==> src/rtl/booth_pkg.sv <==
// Shared types and helpers for the radix-4 Booth multipliers.
// Holds the control-state encoding, the digit-select encoding and the digit-count rule.
package booth_pkg;

    typedef enum logic [1:0] {
        IDLE = 2'd0,
        ITER = 2'd1,
        DONE = 2'd2
    } state_e;

    typedef enum logic [2:0] {
        ZERO = 3'd0,
        POS1 = 3'd1,
        POS2 = 3'd2,
        NEG1 = 3'd3,
        NEG2 = 3'd4
    } digit_sel_e;

    // One extra digit beyond WIDTH/2 so unsigned operands with the MSB set stay exact.
    function automatic int booth_digits(input int width);
        return width / 2 + 1;
    endfunction

    function automatic digit_sel_e digit_sel(input logic zero, input logic two, input logic neg);
        digit_sel_e sel;
        if (zero) begin
            sel = ZERO;
        end else if (neg) begin
            sel = two ? NEG2 : NEG1;
        end else begin
            sel = two ? POS2 : POS1;
        end
        return sel;
    endfunction

endpackage

==> src/rtl/booth_r4_digit_enc.sv <==
// Radix-4 Booth digit decoder: {b[2k+1], b[2k], b[2k-1]} -> {zero, two, neg}.
// Purely combinational so it can be replicated by a parallel multiplier.
module booth_r4_digit_enc (
    input  logic [2:0] triplet_i,
    output logic       zero_o,
    output logic       two_o,
    output logic       neg_o
);

    always_comb begin
        zero_o = (triplet_i == 3'b000) || (triplet_i == 3'b111);
        two_o  = (triplet_i == 3'b011) || (triplet_i == 3'b100);
        neg_o  = triplet_i[2] && !zero_o;
    end

endmodule

==> src/rtl/booth_r4_seq_mult.sv <==
// Sequential radix-4 Booth multiplier retiring one digit per clock, signed or unsigned per op.
// Multiplicand and multiplier are shifted in place so each digit reads fixed bit positions.
module booth_r4_seq_mult
    import booth_pkg::*;
#(
    parameter int WIDTH = 8
) (
    input  logic                 clock,
    input  logic                 reset_n,
    input  logic                 start,
    input  logic                 signed_op,
    input  logic [WIDTH-1:0]     a,
    input  logic [WIDTH-1:0]     b,
    output logic                 busy,
    output logic                 done,
    output logic [2*WIDTH-1:0]   product
);

    localparam int N  = booth_digits(WIDTH);
    localparam int AW = 2 * WIDTH + 2;
    localparam int BW = WIDTH + 3;
    localparam int CW = $clog2(N + 1);

    state_e             state_q;
    logic [CW-1:0]      cnt_q;
    logic [AW-1:0]      mcand_q;
    logic [BW-1:0]      mplier_q;
    logic [AW-1:0]      acc_q;
    logic               busy_q;
    logic               done_q;
    logic [2*WIDTH-1:0] product_q;

    logic [AW-1:0]      mcand_d;
    logic [BW-1:0]      mplier_d;
    logic [AW-1:0]      acc_d;
    logic [CW-1:0]      cnt_d;
    logic [AW-1:0]      mcand_init;
    logic [BW-1:0]      mplier_init;

    logic               enc_zero;
    logic               enc_two;
    logic               enc_neg;
    digit_sel_e         sel;
    logic [AW-1:0]      pp;

    booth_r4_digit_enc u_enc (
        .triplet_i (mplier_q[2:0]),
        .zero_o    (enc_zero),
        .two_o     (enc_two),
        .neg_o     (enc_neg)
    );

    // Extension bits: sign bit in signed mode, zero otherwise; the multiplier carries b[-1]=0.
    always_comb begin
        mcand_init  = {{(AW - WIDTH){signed_op & a[WIDTH-1]}}, a};
        mplier_init = {{2{signed_op & b[WIDTH-1]}}, b, 1'b0};
    end

    always_comb begin
        sel = digit_sel(enc_zero, enc_two, enc_neg);
        case (sel)
            ZERO:    pp = '0;
            POS1:    pp = mcand_q;
            POS2:    pp = {mcand_q[AW-2:0], 1'b0};
            NEG1:    pp = ~mcand_q + AW'(1);
            NEG2:    pp = ~{mcand_q[AW-2:0], 1'b0} + AW'(1);
            default: pp = '0;
        endcase
    end

    // Shifting the multiplicand by two each digit realises the 4^k weight of digit k.
    always_comb begin
        acc_d    = acc_q + pp;
        mcand_d  = {mcand_q[AW-3:0], 2'b00};
        mplier_d = mplier_q >> 2;
        cnt_d    = cnt_q + CW'(1);
    end

    always_ff @(posedge clock or negedge reset_n) begin
        if (!reset_n) begin
            state_q   <= IDLE;
            cnt_q     <= '0;
            mcand_q   <= '0;
            mplier_q  <= '0;
            acc_q     <= '0;
            busy_q    <= 1'b0;
            done_q    <= 1'b0;
            product_q <= '0;
        end else begin
            case (state_q)
                IDLE: begin
                    if (start) begin
                        state_q  <= ITER;
                        busy_q   <= 1'b1;
                        mcand_q  <= mcand_init;
                        mplier_q <= mplier_init;
                        acc_q    <= '0;
                        cnt_q    <= '0;
                    end
                end
                ITER: begin
                    if (cnt_q == CW'(N)) begin
                        state_q   <= DONE;
                        done_q    <= 1'b1;
                        product_q <= acc_q[2*WIDTH-1:0];
                    end else begin
                        acc_q    <= acc_d;
                        mcand_q  <= mcand_d;
                        mplier_q <= mplier_d;
                        cnt_q    <= cnt_d;
                    end
                end
                DONE: begin
                    state_q <= IDLE;
                    done_q  <= 1'b0;
                    busy_q  <= 1'b0;
                end
                default: begin
                    state_q <= IDLE;
                    done_q  <= 1'b0;
                    busy_q  <= 1'b0;
                end
            endcase
        end
    end

    assign busy    = busy_q;
    assign done    = done_q;
    assign product = product_q;

endmodule
==> config.mk <==
export PLATFORM = sky130hd
export DESIGN_NAME = booth_r4_seq_mult
export DESIGN_NICKNAME = d
export VERILOG_FILES = /design/src/rtl/booth_pkg.sv /design/src/rtl/booth_r4_digit_enc.sv /design/src/rtl/booth_r4_seq_mult.sv
export SDC_FILE = /design/constraint.sdc
export NUM_CORES = 1
export LEC_CHECK = 0
export ABC_CLOCK_PERIOD_IN_PS = 8000
export BUFFER_PORTS_ARGS = -buffer_cell sky130_fd_sc_hd__buf_4
export CAP_MARGIN = 15
export CORE_MARGIN = 2
export CORE_UTILIZATION = 64
export CTS_BUF_LIST = sky130_fd_sc_hd__clkbuf_16
export DETAILED_ROUTE_END_ITERATION = 7
export GPL_TIMING_DRIVEN = 0
export HOLD_SLACK_MARGIN = 0.15
export PLACE_DENSITY = 0.95
export SYNTH_ARGS = -nofsm -noshare
export SYNTH_HDL_FRONTEND = slang
export SYNTH_SLANG_ARGS = --single-unit
==> constraint.sdc <==
create_clock -name clock -period 8 [get_ports clock]
set_input_delay 0.4 -clock clock [delete_from_list [all_inputs] [get_ports clock]]
set_output_delay 0.4 -clock clock [all_outputs]
set_load 0.02 [all_outputs]
Yosys cells after proc, flatten, opt, wreduce, memory -nomap -nowiden
Cells that the tools add are included.
{ "word_totals": {"reg_bits": 70, "input_bits": 20, "out_inout_bits": 18, "wordCells": 66} }
{ "classes": {"addsub": 4, "eq_ne": 12, "muxes": 24, "bitwise_logic": 6, "reduce_logical": 12} }
{ "ops": {"columns": ["op", "count"], "rows": [
  ["$mux W18", 4],
  ["$pmux W18 S2", 2],
  ["$pmux W18 S4", 1],
  ["$add A18 B1 Y18 const B", 2],
  ["$not A18 Y18", 2],
  ["$mux W11", 2],
  ["$pmux W11 S2", 1],
  ["$add A18 B18 Y18", 1],
  ["$mux W3", 5],
  ["$eq A3 B3 Y1 const B", 4],
  ["$eq A3 B2 Y1 const B", 3],
  ["$reduce_and A2 Y1", 4],
  ["$mux W2", 3],
  ["$ne A2 B2 Y1 const B", 3],
  ["$pmux W3 S2", 1],
  ["$pmux W1 S2", 2],
  ["$pmux W2 S2", 1],
  ["$add A3 B1 Y3 const B", 1],
  ["$eq A3 B1 Y1 const B", 1],
  ["$logic_not A3 Y1", 1],
  ["$reduce_and A3 Y1", 1],
  ["$and A1 B1 Y1", 2],
  ["$eq A2 B1 Y1 const B", 1],
  ["$logic_not A2 Y1", 1],
  ["6 further kinds", 9]
]} }

Logic depth before layout (Yosys ltp)
{ "depth": {"word_depth": 11, "depth_mapped": 18, "depth_no_buf": 17} }

By module
Synthesis repeated with hierarchy kept, for this count alone.
{ "hier_totals": {"cells_unflattened": 458, "area_unflattened_um2": 4027.6} }
{ "by_module_without_submodules": {"columns": ["module", "n_inst", "cells_each", "area_per_inst_um2", "seq_area_each_um2"], "rows": [
  ["booth_r4_seq_mult", 1, 451, 3990.1, 1626.6],
  ["booth_r4_digit_enc", 1, 7, 37.5, 0.0]
]} }

Worst setup path before layout
OpenSTA, ideal clock, no wires.
{ "synth_path": {"path_type": "reg2reg", "from": "reg mcand_q[0]", "to": "reg acc_q[15]", "setup_time_ns": 0.118, "t_arrival_ns": 4.010, "required_ns": 7.882, "path_slack_ns": 3.872, "stages_incl_launch_ff": 18, "n_path_buf": 1, "period_less_slack_ns": 4.128, "cell_sequence": "dfrtp_1 inv_1 ha_1 or3b_4 or4_1 buf_2 or2_1 or3_1 nand2_1 xor2_1 o21ai_0 ha_1 and3_1 nand2_1 o31ai_1 or3b_1 a31o_1 a21o_1"} }
{ "synth_between": {"elab_chain_len": 6, "word_cells_on_any_way": 8, "cone_classes": "add/sub: 3; mux: 3; bitwise: 2"} }
{ "synth_lines": {"columns": ["element", "line", "text"], "rows": [
  ["start, declared", "booth_r4_seq_mult.sv:26", "logic [AW-1:0] mcand_q;"],
  ["start signal, assigned", "booth_r4_seq_mult.sv:95", "mcand_q <= mcand_init;"],
  ["start signal, assigned", "booth_r4_seq_mult.sv:108", "mcand_q <= mcand_d;"],
  ["$not A18 Y18, on equally long branches", "booth_r4_seq_mult.sv:65, booth_r4_seq_mult.sv:66", null],
  ["$add A18 B1 Y18, on equally long branches", "booth_r4_seq_mult.sv:65, booth_r4_seq_mult.sv:66", null],
  ["$pmux W18 S4 *", "booth_r4_seq_mult.sv:61", "case (sel)"],
  ["$add A18 B18 Y18 *", "booth_r4_seq_mult.sv:73", "acc_d = acc_q + pp;"],
  ["$mux W18 *", "booth_r4_seq_mult.sv:102", "if (cnt_q == CW'(N)) begin"],
  ["$pmux W18 S2 *", "booth_r4_seq_mult.sv:90", "case (state_q)"],
  ["end signal, assigned", "booth_r4_seq_mult.sv:85", "acc_q <= '0;"],
  ["end signal, assigned", "booth_r4_seq_mult.sv:97", "acc_q <= '0;"],
  ["end signal, assigned", "booth_r4_seq_mult.sv:107", "acc_q <= acc_d;"],
  ["end, declared", "booth_r4_seq_mult.sv:28", "logic [AW-1:0] acc_q;"]
]} }
Every way passes the cells marked *; elsewhere a longest branch is shown, timed or not. The select of a mux whose other input is x is not followed.
A chain may end at the register's enable or synchronous reset.

Worst setup path in the final report
{ "layout_path": {"from": "reg mplier_q[1]", "to": "reg acc_q[15]"} }
{ "layout_between": {"elab_chain_len": 11, "word_cells_on_any_way": 20, "cone_classes": "add/sub: 1; eq/ne: 7; mux: 7; reduce/logical: 5"} }
{ "layout_lines": {"columns": ["element", "line", "text"], "rows": [
  ["start, declared", "booth_r4_seq_mult.sv:27", "logic [BW-1:0] mplier_q;"],
  ["start signal, assigned", "booth_r4_seq_mult.sv:96", "mplier_q <= mplier_init;"],
  ["start signal, assigned", "booth_r4_seq_mult.sv:109", "mplier_q <= mplier_d;"],
  ["$eq A3 B3 Y1 or $logic_not A3 Y1 (tied branches)", "booth_r4_digit_enc.sv:11", "zero_o = (triplet_i == 3'b000) || (triplet_i == 3'b111);"],
  ["$logic_or A1 B1 Y1", "booth_r4_digit_enc.sv:11", null],
  ["$logic_not A1 Y1", "booth_r4_digit_enc.sv:13", "neg_o = triplet_i[2] && !zero_o;"],
  ["$logic_and A1 B1 Y1", "booth_r4_digit_enc.sv:13", null],
  ["$mux W3", "booth_pkg.sv:28", "end else if (neg) begin"],
  ["$mux W3 *", "booth_pkg.sv:26", "if (zero) begin"],
  ["$eq A3 B3 Y1 (tied with other cells)", "booth_r4_seq_mult.sv:61", null],
  ["$pmux W18 S4 *", "booth_r4_seq_mult.sv:61", null],
  ["$add A18 B18 Y18 *", "booth_r4_seq_mult.sv:73", null],
  ["$mux W18 *", "booth_r4_seq_mult.sv:102", null],
  ["$pmux W18 S2 *", "booth_r4_seq_mult.sv:90", null]
]} }
Marks and branches as above.

==> results_dict.tcl <==
set metrics [dict create \
    status "complete, no violations" \
    n_fill_cell 406 \
    die_x_um 82.9 \
    regArea_um2 1630 \
    initial_core_util_pct 66.8 \
    achievable-frequency_mhz 201 \
    clock-sinks 65 \
    core_um2 5960 \
    max_slew_margin_pct 45.5 \
    rrSetupSlack_ns 3.03 \
    ys_seq_elements 65 \
    period_minus_slack_ns 4.97 \
    required_ns 8.22 \
    cts.path.max_buffers 2 \
    ys_async_sr_fraction_pct 100 \
    syn_area_um2 3980 \
    synth_area_leaders "dfrtp_1 (41%), nand2_1 (9.5%), ha_1 (6.0%)" \
    cts_resized 0 \
    tns_ns 0 \
    crit_arrival_ns 5.19 \
    die_area_um2 6870 \
    grt-ovfl-total 0 \
    reg2regPathDepth 18 \
    synthDistinctLibCells 51 \
    htree_levels 3 \
    wl_per_cell_um 19.0 \
    portBuffers 37 \
    finalMaxSlewViolations 0 \
    clk_pin_slew_ns 0.06 \
    grt_pass1_vias 3852 \
    first_iter_violations 478 \
    diodes 0 \
    io_pins 38 \
    cts_setup_buffers 0 \
    synth_top_area_share_pct 40.9 \
    holdBufCountCts 0 \
    die_h_um 82.9 \
    grt_usage_pct 32.7 \
    row_count 28 \
    ys_seq_area_share_pct 40.9 \
    yosys_warnings 0 \
    syn_area_per_cell_um2 8.81 \
    clkLatencyLatePin_ns 0.33 \
    final_cell_area_um2 4630 \
    grtUsageMet3_pct 5.07 \
    root_buffer "clkbuf_16" \
    final_common_cell "nand2_1" \
    synthCells 452 \
    cap_viol_max_count 0 \
    worst-path-max-fanout 10 \
    post_dp_cell_area_um2 4350 \
    worstReg2RegEnd "acc_q[15]$_DFFE_PN0P_" \
    drc 0 \
    use_met1_pct 42.8 \
    grt_max_degree 66 \
    worstSetupPathType "register to register" \
    via_count 3833 \
    via_per_inst 6.61 \
    final_cell_mix "nand2_1 (101), dfrtp_1 (65), o21ai_0 (40), buf_4 (37)" \
    period_share_pct 62.2 \
    final_nets 541 \
    use_met2_pct 52.9 \
    rr_startpoint "mplier_q[1]$_DFFE_PN0P_" \
    cts_buffers 9 \
    wl_um 11000 \
    synth-edff-count 0 \
    hpwl_um 7600 \
    synth_area_leader_cell "dfrtp_1" \
    fin_util_pct 77.8 \
    synthToLayoutAreaGrowth_pct 16.4 \
    worst_slew_pin_slew_ns 0.817 \
    hold_class "input port to async pin" \
    syn_nets 492 \
    start_kind "register" \
    crit_path_end_kind "register" \
    top_usage_layer "met2" \
    postRouteAntennaNets 0 \
    cts_tree "done" \
    synth_flop_cell "dfrtp_1" \
    firstDrtPassIters 8 \
    drive_gt1_share_pct 14.1 \
    gp_congestion 0.948 \
    grt_pass1_wl_um 18200 \
    hold_viol 0 \
    skew_ns 0.00911 \
    setup_viol 0 \
    rsz0062_at_grt "no" \
    grt_antenna_before_repair 0 \
    multiInputGateArea_um2 2210 \
]
## sequential cells by signal, indices dropped and copies added, names as in the netlist
| signal | flops |
|---|---|
| acc_q | 16 |
| mcand_q | 16 |
| product | 16 |
| mplier_q | 10 |
| cnt_q | 3 |
| state_q | 2 |
| busy | 1 |
| done | 1 |
## routing by layer
layer	up-vias	share of wire [%]
met5	-	0
met4	0	4.6
met3	66	9.5
met2	253	47
met1	1811	39
li1	1703	-
## stage by stage
step,setup slack [ns],hold slack [ns],std cells
CTS,3.16,0.201,579
finish,3.03,0.156,580
floorplan,3.87,0.104,452
global placement,3.39,0.459,564
global route,2.72,0.243,580
detailed placement,3.25,0.465,564
## cell families (layout without fill, tap and decap cells)
| group | after synthesis | count (layout) | synth area share (%) |
|---|---|---|---|
| compound gates | 124 | 124 | 20.1 |
| xor+xnor | 25 | 25 | 5.50 |
| buf+inv | 37 | 90 | 3.71 |
| mux | 19 | 19 | 5.28 |
| flops | 65 | 65 | 40.9 |
| fa+ha+maj | 20 | 20 | 6.47 |
| simple gates | 162 | 162 | 18.1 |
## synthesized netlist by cell type (5+ instances only)
cell      number
dfrtp_1       65
and3_1         5
ha_1          19
mux2_2        16
o21ai_0       40
nor2_1        12
nand3_1       11
a21oi_1       18
xnor2_1       11
o31ai_1        6
clkbuf_1      22
xor2_1        14
a22oi_1       22
inv_1         11
a21o_1        10
nand2_1      101
nor3_1         7
or3_1          8
o221ai_1       6
## cell type report
cell class              instances  share of cell area [%]
inverters                      12                   0.972
multi-input cells             350                    47.6
clock buffers                   9                    4.86
plain buffers                  25                    2.21
well taps                      75                    2.03
repair buffers                 38                    6.10
flip-flops and latches         65                    35.1
clock inverters                 6                    1.08
## worst max-delay path by stage
stage	depth (start not counted)	start	end	slack, ns
floorplan	17	mcand_q[0]$_DFFE_PN0P_	acc_q[15]$_DFFE_PN0P_	3.87
finish	18	mplier_q[1]$_DFFE_PN0P_	acc_q[15]$_DFFE_PN0P_	3.03
global placement	18	mplier_q[1]$_DFFE_PN0P_	acc_q[15]$_DFFE_PN0P_	3.39
detailed placement	18	mplier_q[1]$_DFFE_PN0P_	acc_q[15]$_DFFE_PN0P_	3.25
CTS	18	mplier_q[1]$_DFFE_PN0P_	acc_q[15]$_DFFE_PN0P_	3.16
global route	18	mplier_q[1]$_DFFE_PN0P_	acc_q[15]$_DFFE_PN0P_	2.72
## critical path, cell delays in order (launching register included)
cell,delay (ns)
dfrtp_1,0.45
or3b_2,0.55
nand2_1,0.11
ha_1,0.24
clkbuf_1,0.21
inv_1,0.13
a211o_1,0.21
clkbuf_1,0.40
o21ai_0,0.21
a22oi_1,0.16
o21ai_0,0.13
ha_1,0.37
nand2_1,0.13
o211ai_1,0.21
a21oi_1,0.14
o31ai_1,0.39
or3b_1,0.45
a31o_1,0.23
a21o_1,0.17
Power is not shown: default switching activity piles up to over one toggle a cycle in this logic, so the estimate is an artifact.
